--- src/rtl/lock_controller.sv ---
// Digital lock sequencing FSM: code entry, compare, timed unlock/lockout and code programming.
// Optional `LOCK_ALARM_EN adds an alarm output (high in lockout, 1-cycle pulse on each wrong code).
module lock_controller #(
    parameter int                          CODE_LEN     = 4,
    parameter int                          DIGIT_W      = 4,
    parameter logic [CODE_LEN*DIGIT_W-1:0] DEFAULT_CODE = 16'h1234,
    parameter int                          MAX_FAIL     = 3,
    parameter logic [27:0]                 UNLOCK_CYC   = 28'd100_000_000,
    parameter logic [27:0]                 LOCKOUT_CYC  = 28'd200_000_000
) (
    input  logic               clk_in,
    input  logic               rst_n,
    input  logic [DIGIT_W-1:0] digit_in,
    input  logic               digit_push,
    input  logic               clear_push,
    input  logic               prog_hold,
    output logic               unlocked,
    output logic               locked_out,
    output logic               prog_mode,
    output logic [3:0]         entry_cnt,
    output logic [2:0]         fail_cnt
`ifdef LOCK_ALARM_EN
    ,
    output logic               alarm
`endif
);

    localparam int CW = CODE_LEN * DIGIT_W;

    localparam logic [2:0] S_LOCKED  = 3'd0;
    localparam logic [2:0] S_CHECK   = 3'd1;
    localparam logic [2:0] S_OPEN    = 3'd2;
    localparam logic [2:0] S_LOCKOUT = 3'd3;
    localparam logic [2:0] S_PROG    = 3'd4;

    logic [2:0]    state_q, state_d;
    logic [CW-1:0] entry_q, entry_d;
    logic [CW-1:0] code_q, code_d;
    logic [3:0]    cnt_d;
    logic [2:0]    fail_d;
    logic [27:0]   timer_q, timer_d;
    logic          mismatch;

    logic          digit_ok;
    logic          last_digit;
    logic [CW-1:0] entry_shift;

    assign digit_ok    = digit_push && (digit_in <= DIGIT_W'(9));
    assign last_digit  = (entry_cnt == 4'(CODE_LEN - 1));
    assign entry_shift = {entry_q[CW-DIGIT_W-1:0], digit_in};

    // NOTE: every variable gets its hold value first so no path through the case infers a latch.
    always_comb begin
        state_d  = state_q;
        entry_d  = entry_q;
        code_d   = code_q;
        cnt_d    = entry_cnt;
        fail_d   = fail_cnt;
        timer_d  = timer_q;
        mismatch = 1'b0;

        case (state_q)
            S_LOCKED, S_PROG: begin
                if (state_q == S_PROG && prog_hold) begin
                    state_d = S_LOCKED;
                    entry_d = '0;
                    cnt_d   = '0;
                end else if (clear_push) begin
                    entry_d = '0;
                    cnt_d   = '0;
                end else if (digit_ok) begin
                    entry_d = entry_shift;
                    cnt_d   = entry_cnt + 4'd1;
                    if (last_digit) begin
                        if (state_q == S_PROG) begin
                            code_d  = entry_shift;
                            entry_d = '0;
                            cnt_d   = '0;
                            state_d = S_LOCKED;
                        end else begin
                            state_d = S_CHECK;
                        end
                    end
                end
            end

            S_CHECK: begin
                entry_d = '0;
                cnt_d   = '0;
                if (entry_q == code_q) begin
                    state_d = S_OPEN;
                    fail_d  = '0;
                    timer_d = UNLOCK_CYC - 28'd1;
                end else begin
                    mismatch = 1'b1;
                    if (fail_cnt + 3'd1 == 3'(MAX_FAIL)) begin
                        state_d = S_LOCKOUT;
                        fail_d  = '0;
                        timer_d = LOCKOUT_CYC - 28'd1;
                    end else begin
                        state_d = S_LOCKED;
                        fail_d  = fail_cnt + 3'd1;
                    end
                end
            end

            // Programming request wins over timer expiry on the same cycle.
            S_OPEN: begin
                if (prog_hold) begin
                    state_d = S_PROG;
                    entry_d = '0;
                    cnt_d   = '0;
                    timer_d = '0;
                end else if (timer_q == '0) begin
                    state_d = S_LOCKED;
                end else begin
                    timer_d = timer_q - 28'd1;
                end
            end

            S_LOCKOUT: begin
                if (timer_q == '0) begin
                    state_d = S_LOCKED;
                    entry_d = '0;
                    cnt_d   = '0;
                    fail_d  = '0;
                end else begin
                    timer_d = timer_q - 28'd1;
                end
            end

            default: state_d = S_LOCKED;
        endcase
    end

    // NOTE: state uses non-blocking assignments so all registers update together at the edge.
    always_ff @(posedge clk_in) begin
        if (!rst_n) begin
            state_q    <= S_LOCKED;
            entry_q    <= '0;
            // NOTE: the stored code is a plain register, so reset reloads it like any other state.
            code_q     <= DEFAULT_CODE;
            entry_cnt  <= '0;
            fail_cnt   <= '0;
            timer_q    <= '0;
            unlocked   <= 1'b0;
            locked_out <= 1'b0;
            prog_mode  <= 1'b0;
        end else begin
            state_q    <= state_d;
            entry_q    <= entry_d;
            code_q     <= code_d;
            entry_cnt  <= cnt_d;
            fail_cnt   <= fail_d;
            timer_q    <= timer_d;
            unlocked   <= (state_d == S_OPEN);
            locked_out <= (state_d == S_LOCKOUT);
            prog_mode  <= (state_d == S_PROG);
        end
    end

`ifdef LOCK_ALARM_EN
    always_ff @(posedge clk_in) begin
        if (!rst_n) begin
            alarm <= 1'b0;
        end else begin
            alarm <= (state_d == S_LOCKOUT) || mismatch;
        end
    end
`endif

endmodule

--- config.mk ---
export PLATFORM = sky130hd
export DESIGN_NAME = lock_controller
export DESIGN_NICKNAME = d
export VERILOG_FILES = /design/src/rtl/lock_controller.sv
export SDC_FILE = /design/constraint.sdc
export NUM_CORES = 1
export LEC_CHECK = 0
export ABC_AREA = 0
export BUFFER_PORTS_ARGS = -buffer_cell sky130_fd_sc_hd__buf_2
export CORE_MARGIN = 2
export CORE_UTILIZATION = 25
export CTS_BUF_LIST = sky130_fd_sc_hd__clkbuf_8 sky130_fd_sc_hd__clkbuf_16
export DETAILED_ROUTE_END_ITERATION = 16
export SYNTH_ARGS = -nofsm -noshare
export SYNTH_HDL_FRONTEND = slang
export SYNTH_SLANG_ARGS = --single-unit
--- constraint.sdc ---
create_clock -name clk_in -period 2.9 [get_ports clk_in]
set_clock_uncertainty 0.05 [all_clocks]
set_input_delay 0.435 -clock clk_in [delete_from_list [all_inputs] [get_ports clk_in]]
set_output_delay 0.435 -clock clk_in [all_outputs]
set_load 0.01 [all_outputs]
=== Word level (Yosys, flattened, before mapping) ===
Cells that the tools add are included.
Widths: inputs -> output; s select.

* Register bits: 73
* Output and inout port bits: 10

* Add/subtract/negate cells: 3
* Order comparisons: 1
* Equality and inequality tests: 14
* Mux-type cells: 35
* Bitwise logic cells: 2
* Reduce and logical (&&, ||, !) cells: 12

{| class="wikitable"
|+ Operators with widths
! cell !! number
|-
| $mux 16 || 7
|-
| $mux 28 || 4
|-
| $pmux 28 s3 || 1
|-
| $pmux 16 s4 || 1
|-
| $logic_not 28->1 || 1
|-
| $mux 4 || 7
|-
| $sub 28x1->28 const B || 1
|-
| $mux 3 || 9
|-
| $eq 16x16->1 || 1
|-
| $pmux 4 s4 || 1
|-
| $eq 3x2->1 const B || 5
|-
| $pmux 3 s4 || 1
|-
| $eq 3x3->1 const B || 2
|-
| $pmux 3 s2 || 1
|-
| $reduce_and 6->1 || 1
|-
| $add 4x1->4 const B || 1
|-
| $eq 4x2->1 const B || 1
|-
| $le 4x4->1 const B || 1
|-
| $mux 2 || 2
|-
| $ne 2x2->1 const B || 2
|-
| $ne 4x4->1 const B || 1
|-
| $reduce_and 2->1 || 2
|-
| $reduce_and 4->1 || 1
|-
| $reduce_bool 4->1 || 1
|-
| 10 further kinds || 12
|}

=== Longest topological paths before layout ===
* Depth in word-level cells: 8
* Mapped depth: 10
* Mapped depth without buffers: 8

=== Least setup slack after synthesis ===
OpenSTA, ideal clock, no wires.

* Path type: reg-to-reg
* From: register timer_q[0]
* To: register timer_q[17]
* Arrival time: 1.924 ns
* Setup slack: 0.808 ns
* Stages on the path, launching flop included: 11
* Buffers on the path: 2
* Period minus slack after synthesis: 2.092 ns
* Cell sequence: dfxtp_1 -> inv_1 -> ha_1 -> nor4b_1 -> and3_1 -> buf_6 -> a311o_1 -> buf_6 -> o41ai_1 -> a21oi_1 -> o221a_1

* Longest elaborated chain between the ends: 4
* Elaborated cells between the ends (all ways): 5

{| class="wikitable"
|+ RTL lines
! what !! line !! RTL
|-
| start: declaration || 41 || <nowiki>logic [27:0] timer_q, timer_d;</nowiki>
|-
| start signal: assignment || 155 || <nowiki>timer_q <= timer_d;</nowiki>
|-
| $sub 28x1->28 / $logic_not 28->1 (equally long branches) || - ||
|-
| $mux 28 * || 114, 122 ||
|-
| $mux 28 || 109 || <nowiki>if (prog_hold) begin</nowiki>
|-
| $pmux 28 s3 * || 62 || <nowiki>case (state_q)</nowiki>
|}

Mark *: on every way between the ends. The rest lies on a longest branch, timed or not.
A chain may end at the register's enable or synchronous reset.

=== Final worst setup path ===
* From: register timer_q[0]
* To: register entry_q[1]

* Longest elaborated chain between the ends: 3

{| class="wikitable"
|+ RTL lines
! what !! line !! RTL
|-
| $logic_not 28->1 || 122 || <nowiki>if (timer_q == '0) begin</nowiki>
|-
| $ne 2x2->1 (no line) || - ||
|-
| $reduce_and 4->1 (no line) || - ||
|-
| end signal: assignment || 151 || <nowiki>entry_q <= entry_d;</nowiki>
|-
| end: declaration || 37 || <nowiki>logic [CW-1:0] entry_q, entry_d;</nowiki>
|}

No other way between the ends.

==> results.txt <==
The run finished with clean final reports. The number of nets with antenna violations after routing came out at 0. The count of pins on the block boundary came out at 19. The number of H-tree levels came out at 3.

The power density over cell area came out at around 500 nW/um^2. After floorplanning, the core was divided into 46 placement rows. After global routing the overflow that remains totals 0. The setup slack of the worst register-to-register path came out at 290 ps. The deepest clock path buffer count came out at 2.

For this block, the initial DRC count from the detailed router was 159. The post-synthesis cell type count came out at 70. The root buffer cell is clkbuf_16. The number of endpoints with negative hold slack in the final report is 0. Clock-pin slew was measured on the worst setup and hold paths at around 60 ps. Input and output buffers added on the ports amount to 18.

The number of enable-type register cells in the synthesized netlist is 0. The clock network fraction of total power came out at about half. Setup repair after global routing left no endpoint under its margin. In this run the power spent charging and discharging nets is 0.000525 W. The total wirelength of the detailed-routed design came out at 9890 um. The maximum number of pins on one net before global-route repair came out at 28.

Summing all placed instances gives a cell area of 4330 sq um. The first detailed-routing pass took 4 iterations. Synthesis produced a netlist whose cell count is roughly 480. The path class of the lowest-slack min-delay path is in2reg. The commonest non-fill, non-tap cell in the layout is dfxtp_1.

The largest vdd supply drop is 0.000241 V. For this design the static power due to leakage is 1.67 nW. Among all flip-flop cells after synthesis, the most frequent one is dfxtp_1. The critical path endpoint category is a flip-flop. Counting flops with an async set or reset pin after synthesis yields a share of 0%. In this run the post-CTS setup repair buffer count came out at 0. TritonCTS built the clock tree. The initial cell density of the core came out at 25.6%. The final setup violation count is 0.

The headroom to the max-slew limit came out at 17.4%. The final routed wire length divided by cell count came out at 14.0 um. The weighted congestion reported at the end of routability-driven placement is roughly 0.85. The max-slew violation count came out at 0. Data on the critical path is required at its endpoint by slightly above 3000 ps. The insertion delay of the later-clocked pin in the worst-skew pair is 340 ps. The share of post-route cells with drive strength above 1 came out at 17.8%. The placeable core area is around 16,000 sq um.

In the layout the commonest cells are dfxtp_1, nand2_1, a21oi_1. The via count of the first global-routing pass came out at ~3,400. Detailed placement finished with a half-perimeter wire length of 6920 um. The area growth from synthesis to layout is 14.4%.

The clock net sink count is 73. The yosys synthesis warning count came out at 0. The worst-margin pin slew came out at 1230 ps. The max-cap check violation count came out at 0. The wire length of the first global-routing pass came out at 17,000 um. The global router's overall resource usage came out at roughly an eighth. The post-route standard cell area excluding fillers came out at 4640 sq um. The sequential share of power came out at 44.8%.

In this run the worst path has a maximum fanout of 13. The number of hold buffers added after cts is 0. The synthesized design contains 73 register bits. In this run the vertical extent of the chip is 131 um. Once the clock tree was built, the resizer swapped 0 gates to a different size. The final period demand of the worst path is approximately 2600 ps. The worst setup path is of the reg2reg kind. The die extent in x came out at 131 um. The repair_antennas step left the layout with diodes totalling 0. Of the total power, the share spent switching nets is between 20 and 25%. The number of nets at the end of the flow is 499. The number of antenna violations at the first check in global routing came out at 0. The DRC violations left came out at 0. The total standard cell area after synthesis came out at 4060 sq um. For this run, the register share of the synthesized area comes to 36.0%. Clock tree synthesis inserted a total of 9 buffers. The fraction of power consumed by combinational cells came out at 3.8%. The die covers 17,300 sq um. The internal cell power came out at 0.00174 W. The synthesized area per cell is 8.51 sq um. The critical path arrival is 2820 ps. Detailed routing inserted a total of 3,499 vias. The detail-routed via count per cell came out at 4.96. The fmax came out at 0.383 GHz. The synthesized net count came out at 491.

The share of the clock period used by the worst path after layout came out at 90.0%. The worst setup path is launched from a flip-flop. The post-route setup TNS is 0 ps.
cell families (layout without fill, tap and decap cells):
family                     after synthesis  after routing  synth area share, %
adders and majority gates                5              5                 1.54
DFF                                     73             73                 36.0
muxes                                    1              1                0.246
and+or+nand+nor                        197            197                 27.2
buffers and inverters                   40             53                 4.99
xor gates and xnor gates                19             19                 4.10
AOI/OAI and AO/OA                      142            142                 26.0
power by group through the flow:
stage	logic, W	clock network [W]	registers (W)
finish	0.0000852	0.00116	0.00101
global route	0.0000937	0.00123	0.00101
CTS	0.0000854	0.00119	0.00101
detailed placement	0.0000851	0	0.00104
global placement	0.0000835	0	0.00104
floorplan	0.0000573	0	0.00104
routing by layer:
layer / track usage (%) / wire, um
met1: 15.3 / 4710
met2: 19.2 / 4580
met3: 2.93 / 370
met4: 4.83 / 224
met5: 0 / 0
path summary, 6_finish.rpt:
path / cells after the start / start / end
worst min-delay path: 3 / digit_in[0] / code_q[0]$_SDFFE_PN0P_
worst max register to register: 9 / timer_q[0]$_SDFFE_PN0P_ / entry_q[1]$_SDFFE_PN0P_
worst max-delay path: 9 / timer_q[0]$_SDFFE_PN0P_ / entry_q[1]$_SDFFE_PN0P_
worst min register to register: 2 / code_q[13]$_SDFFE_PN0P_ / code_q[13]$_SDFFE_PN0P_
synthesized netlist by cell type (5+ instances only):
cell type,instances,area [sq um]
o31ai_1,6,45.0
dfxtp_1,73,1460
ha_1,5,62.6
nand3_2,10,100
inv_1,8,30.0
a31oi_1,6,37.5
nor2_1,31,116
a21oi_1,32,160
o21ai_0,17,85.1
a311oi_1,6,52.6
a21boi_2,11,124
a21boi_0,7,52.6
nand2b_1,7,43.8
o21a_1,6,45.0
nor3_1,15,75.1
clkbuf_1,22,82.6
a21boi_1,15,113
xor2_1,16,140
nand2_1,66,248
nor4_1,10,62.6
nand3_1,20,100
layout make-up:
class,count,area (sq um)
Clock buffer,10,239
Clock inverter,6,73.8
Fill cell,1706,11200
Inverter,8,30.0
Multi-Input combinational cell,364,2400
Sequential cell,73,1460
Tap cell,216,270
Timing Repair Buffer,29,173
per-stage QoR:
step | std cells | util (%) | power [W] | hold WS, ps | setup WS (ps)
after floorplan | 477 | - | 0.00109 | 392 | 808
after global placement | 690 | 27.3 | 0.00112 | 402 | 429
after detailed placement | 690 | 27.3 | 0.00112 | 408 | 287
after CTS | 706 | 29.2 | 0.00229 | 279 | 294
after global routing | 706 | 29.2 | 0.00234 | 299 | 74.7
final | 706 | 29.2 | 0.00226 | 292 | 290
critical path, cell delays in order (launching register included):
cell and delay [ps]:
dfxtp_1 320, inv_1 90, ha_1 150, nor4b_1 340, and3_1 410, nand4_4 250, o21ai_4 310, buf_4 290
nand3_1 110, a21boi_1 200
flip-flops by register name, summed over array words and instances (netlist names):
| register | flops |
|---|---|
| code_q | 16 |
| entry_cnt | 4 |
| entry_q | 16 |
| fail_cnt | 3 |
| locked_out | 1 |
| prog_mode | 1 |
| state_q | 3 |
| timer_q | 28 |
| unlocked | 1 |
No activity file was read; power rests on OpenSTA's default activity.
